--- config.mk ---
export PLATFORM = sky130hd
export DESIGN_NAME = stream_downsizer_flat
export DESIGN_NICKNAME = d
export VERILOG_FILES = /design/src/rtl/stream_downsizer_pkg.sv /design/src/rtl/stream_downsizer_if.sv /design/src/rtl/stream_downsizer.sv /design/src/flat_wrapper.sv
export SDC_FILE = /design/constraint.sdc
export NUM_CORES = 1
export LEC_CHECK = 0
export CAP_MARGIN = 20
export CORE_MARGIN = 2
export CORE_UTILIZATION = 35
export CTS_CLUSTER_SIZE = 14
export DETAILED_ROUTE_END_ITERATION = 8
export GPL_TIMING_DRIVEN = 0
export MAX_ROUTING_LAYER = met4
export SYNTH_ARGS = -nofsm -noshare
export SYNTH_HDL_FRONTEND = slang
export SYNTH_SLANG_ARGS = --single-unit
export TNS_END_PERCENT = 10
--- constraint.sdc ---
create_clock -name clk -period 2.1 [get_ports clk]
set_input_delay 0.21 -clock clk [delete_from_list [all_inputs] [get_ports clk]]
set_output_delay 0.21 -clock clk [all_outputs]
set_load 0.01 [all_outputs]
--- src/rtl/stream_downsizer_pkg.sv ---
// stream_downsizer_pkg: shared stream widths and the downsizer FSM state type
package stream_downsizer_pkg;
  localparam int STREAM_DATA_W = 32;
  localparam int STREAM_LAST_BIT = 32;
  localparam int BYTE_W = 8;
  typedef enum logic {EMPTY = 1'b0, SERIAL = 1'b1} state_e;
endpackage

--- src/rtl/stream_downsizer_if.sv ---
// stream_downsizer_if: valid/ready stream carrying {last, payload}
interface stream_downsizer_if #(parameter int W = 33) ();
  logic d_valid;
  logic [W-1:0] data;
  logic d_ready;
  modport master (output d_valid, data, input d_ready);
  modport slave (input d_valid, data, output d_ready);
endinterface

--- src/rtl/stream_downsizer.sv ---
// stream_downsizer: serializes each wide input word into LSB-first narrow beats
module stream_downsizer
  import stream_downsizer_pkg::*;
#(
  parameter int IN_W = STREAM_DATA_W,
  parameter int OUT_W = BYTE_W
) (
  input logic clk,
  input logic rst,
  stream_downsizer_if.slave upstr,
  stream_downsizer_if.master downstr
);
  localparam int RATIO = IN_W / OUT_W;
  localparam int IDX_W = (RATIO > 1) ? $clog2(RATIO) : 1;
  if (IN_W % OUT_W != 0 || RATIO < 2) begin : g_bad_ratio
    $error("stream_downsizer: IN_W must be a multiple of OUT_W with ratio >= 2");
  end
  state_e state_q, state_d;
  logic [IN_W-1:0] word_q, word_d;
  logic last_q, last_d;
  logic [IDX_W-1:0] idx_q, idx_d;
  logic final_beat, in_fire, out_fire;
  assign final_beat = idx_q == IDX_W'(RATIO - 1);
  // Ready looks through to the consumer so a new word lands on the final beat's edge.
  assign upstr.d_ready = !rst && (state_q == EMPTY || (downstr.d_ready && final_beat));
  assign downstr.d_valid = !rst && state_q == SERIAL;
  assign downstr.data = {last_q && final_beat, word_q[idx_q*OUT_W +: OUT_W]};
  assign in_fire = upstr.d_valid && upstr.d_ready;
  assign out_fire = downstr.d_valid && downstr.d_ready;
  always_comb begin
    state_d = in_fire ? SERIAL : (out_fire && final_beat) ? EMPTY : state_q;
    word_d = in_fire ? upstr.data[IN_W-1:0] : word_q;
    last_d = in_fire ? upstr.data[IN_W] : last_q;
    idx_d = (in_fire || (out_fire && final_beat)) ? '0 : out_fire ? idx_q + 1'b1 : idx_q;
  end
  always_ff @(posedge clk) begin
    if (rst) begin
      state_q <= EMPTY;
      word_q <= '0;
      last_q <= 1'b0;
      idx_q <= '0;
    end else begin
      state_q <= state_d;
      word_q <= word_d;
      last_q <= last_d;
      idx_q <= idx_d;
    end
  end
endmodule

--- src/flat_wrapper.sv ---
// flat-port wrapper written by rule: the top's interface ports become plain ports
module stream_downsizer_flat import stream_downsizer_pkg::*;
#(
  parameter int IN_W = STREAM_DATA_W,
  parameter int OUT_W = BYTE_W
)
  (clk, rst, upstr_d_valid, upstr_data, upstr_d_ready, downstr_d_valid, downstr_data, downstr_d_ready);
  stream_downsizer_if #(.W(33)) upstr_i ();
  stream_downsizer_if #(.W(9)) downstr_i ();
  input logic clk;
  input logic rst;
  input wire logic [$bits(upstr_i.d_valid)-1:0] upstr_d_valid;
  input wire logic [$bits(upstr_i.data)-1:0] upstr_data;
  output wire logic [$bits(upstr_i.d_ready)-1:0] upstr_d_ready;
  output wire logic [$bits(downstr_i.d_valid)-1:0] downstr_d_valid;
  output wire logic [$bits(downstr_i.data)-1:0] downstr_data;
  input wire logic [$bits(downstr_i.d_ready)-1:0] downstr_d_ready;
  assign upstr_i.d_valid = upstr_d_valid;
  assign upstr_i.data = upstr_data;
  assign upstr_d_ready = upstr_i.d_ready;
  assign downstr_d_valid = downstr_i.d_valid;
  assign downstr_data = downstr_i.data;
  assign downstr_i.d_ready = downstr_d_ready;
  stream_downsizer #(.IN_W(IN_W), .OUT_W(OUT_W)) u_core (.clk(clk), .rst(rst), .upstr(upstr_i), .downstr(downstr_i));
endmodule
* Word-level counts from Yosys, hierarchy flattened
Index checks and enable logic that the tools add are counted.
** Operators by class
- $add $sub $neg :: 1
- Multiply operators :: 0
- Divide/modulo/power cells :: 0
- Order comparisons :: 0
- Equality and inequality tests :: 1
- Shifts and indexed selects :: 1
- Mux-type cells :: 2
- Bitwise logic cells :: 1
- Reductions and logical operators :: 12
** Operator list (count)
- indexed part select 32 x 6 -> 8 bit :: 1
- logical AND 1 bit :: 7
- adder 2 x 1 -> 2 bit (second input constant) :: 1
- equality test 2 bit (second input constant) :: 1
- logical OR 1 bit :: 2
- 2-to-1 mux 1 bit :: 2
- nonzero test 2 bit :: 1
- OR reduction 2 bit :: 1
- logical NOT 1 bit :: 1
- NOT 1 bit :: 1
** Word-level totals
- Register bits after elaboration :: 36
- Latch bits :: 0
- Bits in writable memories :: 0
- ROM bits :: 0
- Bits of input ports :: 37
- Output and inout bits :: 11
- Word-level logic and storage cells :: 22
- Memories :: 0

* Longest topological paths before layout
Gate-level depths: netlist of the first run.
- Depth in word-level cells :: 7
- Gate-level depth with buffers :: 5
- Depth with buffers taken out :: 4

* Least setup slack after synthesis of the first run
Ideal clock, no wire load.
- Path kind :: reg-to-reg
- Start :: register u_core.idx_q[0]
- End :: register u_core.last_q
- Setup time :: 121 ps
- Arrival time :: 1398 ps
- Required time :: 1979 ps
- Slack :: 582 ps
- Cell stages (with the launch flop) :: 6
- Path buffers :: 1
- Period minus slack after synthesis :: 1518 ps
- Path through :: dfxtp_1 -> ha_1 -> a21boi_4 -> nor3b_4 -> buf_6 -> mux2_2
** Between the ends
- Cells in the longest elaborated chain, start to end :: 5
** RTL lines
- start, declared :: RTL line stream_downsizer.sv:21 : logic [IDX_W-1:0] idx_q, idx_d;
- start signal, assigned :: RTL line stream_downsizer.sv:46 : idx_q <= idx_d;
- equality test 2 bit :: RTL line stream_downsizer.sv:23 : assign final_beat = idx_q == IDX_W'(RATIO - 1);
- logical AND 1 bit :: RTL line stream_downsizer.sv:25 : assign upstr.d_ready = !rst && (state_q == EMPTY || (downstr.d_ready && final_beat));
- logical OR 1 bit :: RTL line stream_downsizer.sv:25
- logical AND 1 bit :: RTL line stream_downsizer.sv:25
- logical AND 1 bit :: RTL line stream_downsizer.sv:28 : assign in_fire = upstr.d_valid && upstr.d_ready;
- end signal, assigned :: RTL line stream_downsizer.sv:45 : last_q <= last_d;
- end, declared :: RTL line stream_downsizer.sv:20 : logic last_q, last_d;
Every way passes these cells.
A chain may end at the register's enable or synchronous reset.

* Final worst setup path of the first run
- Start :: register u_core.idx_q[1]
- End :: output port downstr_data[4]
** Between the ends
- Cells in the longest elaborated chain, start to end :: 1
** RTL lines
- indexed part select 32 x 6 -> 8 bit :: RTL line stream_downsizer.sv:27 : assign downstr.data = {last_q && final_beat, word_q[idx_q*OUT_W +: OUT_W]};
- end, declared :: RTL line flat_wrapper.sv:16 : output wire logic [$bits(downstr_i.data)-1:0] downstr_data;
Every way passes these cells.

==> results.cfg, run 1 <==
[run_status]
status = finished clean

[power_and_ir_drop]
switching_share = 0.225
p_leak_nw = 0.930
pwr-share-seq = 0.517
vdd_drop_max_mv = 0.461
p_comb_frac = 0.171
total_power_mw = 1.45
pwr-share-clk = 0.311
p_int_mw = 1.12
power_density_mw_per_mm2 = 628
net-switching-power_mw = 0.326

[placement]
dpl.hpwl_um = 2710
gp_congestion = 0.764
dp_slack_ns = 0.126
post_dp_cell_area_mm2 = 0.00220
placedCellCount = 237
port-buffer-count = 47

[critical_path]
cp.arrival_ns = 1.82
required_ns = 1.89
max_stage_delay_ns = 0.51
critPathMaxFanout = 4
cp_cell_sequence = clkbuf_4 -> mux4_2 -> clkdlybuf4s50_1
crit_family = buffers and inverters
critPathLaunchType = register
critical_path_buf_inv_count = 2
critPathKind = reg -> out
worstSetupEndpointType = output pin
slowest_stage = mux4_2

[layout]
drive_gt1_frac = 0.302
nets = 230
utilization = 0.495
design_area_mm2 = 0.00231
fin_cells = 246
area_growth_pct = 39.1
diodes = 0

[sta]
min_period_ns = 2.03
rsz0062_at_grt = false
finalCritPeriodShare = 0.967
maxSlewViolCount = 0
maxSlewHeadroom = 0.642
hold_ws_ns = 0.529
final-setup-viol-count = 0
clock_skew_ns = 0.00774
worst_slew_pin_slew_ns = 0.536
fmax_ghz = 0.493
fin_setup_tns_ns = 0
hold_viol = 0
fin_ws_ns = 0.0703

[detailed_routing]
dr.pass1.iters = 4
wl_per_cell_um = 15.3
finalWirelength_um = 3770
drtAntennaViolNets = 0
viasPerCell = 4.78
drc = 0
via_count = 1176
first_iter_violations = 52

[clock_network]
h-tree-depth = 2
clock-sinks = 36
cts_tree = done
clockBufferDepth = 2
clock_latency_ns = 0.28
cts_buffers = 5
clk_pin_slew_ns = 0.07
clockRootBuffer = clkbuf_8

[logic_synthesis]
synth_fa_ha_area_frac = 0.00754
synth-compound-area-share = 0.0249
synthesis.nets = 174
avgSynthCellArea_um2 = 12.2
ys_ff_latch = 36
ys_seq_area_frac = 0.434
yosys.cell_types.count = 20
synth-simple-area-share = 0.164
synth_xor_xnor_area_share = 0
syn_inst = 136
netlist_area_mm2 = 0.00166
synth.area.mux_share = 0.333
synth_top_family_by_area = multiplexers
yosysWarnings = 0

[global_route]
antenna_found_initial = 0
grt_pass1_wl_um = 5920
grt_pass1_vias = 1260
track_usage = 0.159
overflow = 0
grt_max_degree = 11

[die]
start_util = 0.356
die_x_um = 72.9
rows = 25
core-area_mm2 = 0.00466
pin_count = 48
dieArea_mm2 = 0.00531
fp.dieH_um = 72.9

[job]
drv_cap = 0

[worst_hold_path]
hold_class = in -> reg
## cells in the final DEF, fill, tap and decap left out, drive strengths merged
cell type	instances
a21boi	1
a21oi	2
and2	1
buf	7
clkbuf	10
clkdlybuf4s50	45
clkinv	1
dfxtp	36
dlymetal6s2s	2
ha	1
mux2	33
mux4	8
nand2	2
nand3	1
nor2	4
nor2b	34
nor3b	1
o21ai	1
o21bai	1
or3	1
## worst paths after layout
kind | endpoint | depth (start not counted) | start | slack (ns)
max | downstr_data[4] | 3 | u_core.idx_q[1]$_SDFFE_PP0P_ | 0.07
min | u_core.word_q[27]$_SDFFE_PP0P_ | 2 | upstr_data[27] | 0.53
max reg2reg | u_core.word_q[30]$_SDFFE_PP0P_ | 5 | u_core.idx_q[1]$_SDFFE_PP0P_ | 0.38
min reg2reg | u_core.idx_q[1]$_SDFFE_PP0P_ | 2 | u_core.state_q$_SDFFE_PP0P_ | 0.56
## cells in the mapped netlist
cell      count  area, um2
nor3b_4       1       18.8
and2_1        1       6.26
or3_1         1       6.26
buf_6         3       33.8
mux2_1        1       11.3
nand2_1       2       7.51
buf_2         3       15.0
mux2_2       32        360
o21ai_0       1       5.00
a21oi_1       2       10.0
a21boi_4      1       18.8
clkbuf_1      2       7.51
dfxtp_1      36        721
nand3_1       1       5.00
nor2b_1      34        213
mux4_2        8        180
o21bai_1      1       7.51
nor2_1        4       15.0
clkbuf_2      1       5.00
ha_1          1       12.5
## per-layer routing
metal | routed length [um] | global-route usage | vias to the layer above
met2 | 1780 | 0.245 | 44
met4 | 72 | 0.0720 | 0
met5 | 0 | - | -
li1 | - | - | 577
met1 | 1720 | 0.194 | 546
met3 | 199 | 0.0428 | 9
## cells by family (layout without fill, tap and decap cells)
kind of cell,Yosys count,count (layout)
and+or+nand+nor,44,44
muxes,41,41
DFF,36,36
buffers and inverters,9,65
AOI/OAI and AO/OA,5,5
adders and majority gates,1,1
## cell type report
class | instances | area [um2]
clock buffers | 6 | 72.6
multi-input cells | 91 | 877
plain buffers | 9 | 73.8
repair buffers | 49 | 490
fillers | 421 | 2350
flip-flops and latches | 36 | 722
well taps | 54 | 67.6
clock inverters | 1 | 5.00
## power by group through the flow
stage          Combinational, mW  Sequential [mW]  Clock, mW
2_1_floorplan              0.131            0.758          0
3_3_place_gp               0.245            0.764          0
3_5_place_dp               0.250            0.766          0
4_1_cts                    0.251            0.750      0.467
5_1_grt                    0.267            0.756      0.505
6_report                   0.249            0.750      0.451
## worst register-to-register path: cells and delay by family, from the launching register on
family,cells,cell delay (ns)
simple gates,1,0.36
flops,1,0.35
mux,1,0.34
buf+inv,1,0.23
fa+ha+maj,1,0.22
compound gates,1,0.09
## sequential cells by signal (all words and copies together) (netlist names)
signal and flops:
u_core.idx_q 2, u_core.last_q 1, u_core.state_q 1, u_core.word_q 32
## timing repair
action | 4_1_cts | 5_1_grt
gates cloned | 0 | 1
setup buffers | 0 | 1
endpoints found under the setup margin | 8 | 7
hold buffers | 0 | 0
resized for setup | 3 | 5
(Power assumes the default switching activity.)
==> run 2, diff against run 1 <==
- CORE_UTILIZATION: 35 -> 32
- RECOVER_POWER: unset -> 25
==> run 2 against run 1 <==
Core utilization down 3.6 points. Register-to-register slack worse by 0.15 ns. Final cell count up 6.1%. Design area up 0.33%. Non-clock buffer count down 2. Hold slack better by 0.0029 ns. Wire length down 1.3%. Setup slack worse by 0.024 ns. Largest cell class unchanged.
==> results.cfg, run 2 (synthesis gave the netlist of run 1 again) <==
[run_status]
status = finished clean

[layout]
area_growth_pct = 39.6
diodes = 0
design_area_mm2 = 0.00232
top_regs = u_core.word_q x32, u_core.idx_q x2
nets = 228
regMostFlops = u_core.word_q
final_cell_mix = 43 x clkdlybuf4s50_1, 36 x dfxtp_1, 34 x nor2b_1
final_common_cell = clkdlybuf4s50_1
drive_gt1_frac = 0.288
filler_cell_count = 479
largest_reg_flops = 32

[critical_path]
required_ns = 1.89
max_stage_delay_ns = 0.53
cp.arrival_ns = 1.84
critPathMaxFanout = 9
critPathLaunchType = register
slowest_stage = mux4_2
cp_cell_sequence = buf_6 -> mux4_2 -> clkdlybuf4s50_1
worstSetupEndpointType = output pin
critPathKind = reg -> out

[die]
pin_count = 48
die_x_um = 76.0
core-area_mm2 = 0.00504
dieArea_mm2 = 0.00578
start_util = 0.329
fp.dieH_um = 76.0
rows = 26

[sta]
rsz0062_at_grt = false
finalCritPeriodShare = 0.978
fmax_ghz = 0.487
fin_ws_ns = 0.0458
hold_ws_ns = 0.532
hold_viol = 0
maxSlewViolCount = 0
clock_skew_ns = 0.00330
fin_setup_tns_ns = 0
maxSlewHeadroom = 0.600
final-setup-viol-count = 0
min_period_ns = 2.05
worst_slew_pin_slew_ns = 0.600

[clock_network]
h-tree-depth = 2
clockRootBuffer = clkbuf_8
clk_pin_slew_ns = 0.07
holdBufCountCts = 0
clockBufferDepth = 2
cts_buffers = 5
clock-sinks = 36
post_cts_buffers = 0
clock_latency_ns = 0.28
cts_tree = done

[power_and_ir_drop]
power_density_mw_per_mm2 = 648
vdd_drop_max_mv = 0.369
pwr-share-seq = 0.500
p_int_mw = 1.16
switching_share = 0.224
net-switching-power_mw = 0.336
pwr-share-clk = 0.336
p_comb_frac = 0.164
p_leak_nw = 0.909

[placement]
dp_slack_ns = 0.116
post_dp_cell_area_mm2 = 0.00222
port-buffer-count = 47
dpl.hpwl_um = 2600
gp_congestion = 0.744

[worst_hold_path]
hold_class = in -> reg

[global_route]
grt_max_degree = 11
overflow = 0
track_usage = 0.136
grt_pass1_wl_um = 5870
grt_pass1_vias = 1242
antenna_found_initial = 0

[detailed_routing]
drtAntennaViolNets = 0
dr.pass1.iters = 4
viasPerCell = 4.56
drc = 0
finalWirelength_um = 3720
via_count = 1191
first_iter_violations = 39
wl_per_cell_um = 14.2

[job]
drv_cap = 0
[run 2: changes by cell type in the layout (fill, tap and decap cells not counted), sizes merged]
cell	previous run	this run
clkdlybuf4s50	45	43
dlygate4sd3	0	2
buf	7	6
clkbuf	10	11
clkdlybuf4s25	0	1
clkinv	1	0
dlymetal6s2s	2	1
[run 2: per-stage QoR]
step,util,std cells,power [mW]
global route,0.459,261,1.56
detailed placement,0.440,253,1.01
CTS,0.459,261,1.52
global placement,0.440,253,1.01
finish,0.459,261,1.50
floorplan,-,136,0.889
[run 2: power by group through the flow]
stage | clock network, mW | registers, mW | logic [mW]
global placement | 0 | 0.763 | 0.246
floorplan | 0 | 0.758 | 0.131
finish | 0.504 | 0.750 | 0.246
detailed placement | 0 | 0.765 | 0.250
CTS | 0.517 | 0.750 | 0.252
global route | 0.544 | 0.755 | 0.263
[run 2: final timing paths]
kind	start	depth (start not counted)	slack, ns	end
max	u_core.idx_q[1]$_SDFFE_PP0P_	3	0.05	downstr_data[4]
min reg2reg	u_core.state_q$_SDFFE_PP0P_	2	0.54	u_core.idx_q[1]$_SDFFE_PP0P_
max reg2reg	u_core.idx_q[0]$_SDFFE_PP0P_	5	0.23	u_core.word_q[27]$_SDFFE_PP0P_
min	upstr_data[32]	2	0.53	u_core.last_q$_SDFFE_PP0P_
[run 2: layout make-up]
class | instances | area (um2) | area share
clock buffers | 8 | 90.1 | 0.0389
repair buffers | 47 | 473 | 0.204
plain buffers | 9 | 73.8 | 0.0319
multi-input cells | 91 | 871 | 0.376
well taps | 70 | 87.6 | 0.0378
flip-flops and latches | 36 | 721 | 0.311
[run 2: layer usage]
| metal | vias to the layer above | track usage | share of wire |
|---|---|---|---|
| met1 | 572 | 0.153 | 0.43 |
| met2 | 34 | 0.230 | 0.50 |
| met5 | - | - | 0 |
| met3 | 8 | 0.0332 | 0.046 |
| met4 | 0 | 0.0564 | 0.019 |
| li1 | 577 | - | - |
[run 2: what timing repair did]
| item | 4_1_cts | 5_1_grt |
|---|---|---|
| gates cloned | 0 | 0 |
| gates resized for setup | 3 | 3 |
| endpoints found under the setup margin | 8 | 4 |
[run 2: critical path, delay by kind of cell (launching register included)]
family   cells  cell delay [ns]
buf+inv      2             0.68
flops        1             0.35
mux          1             0.53
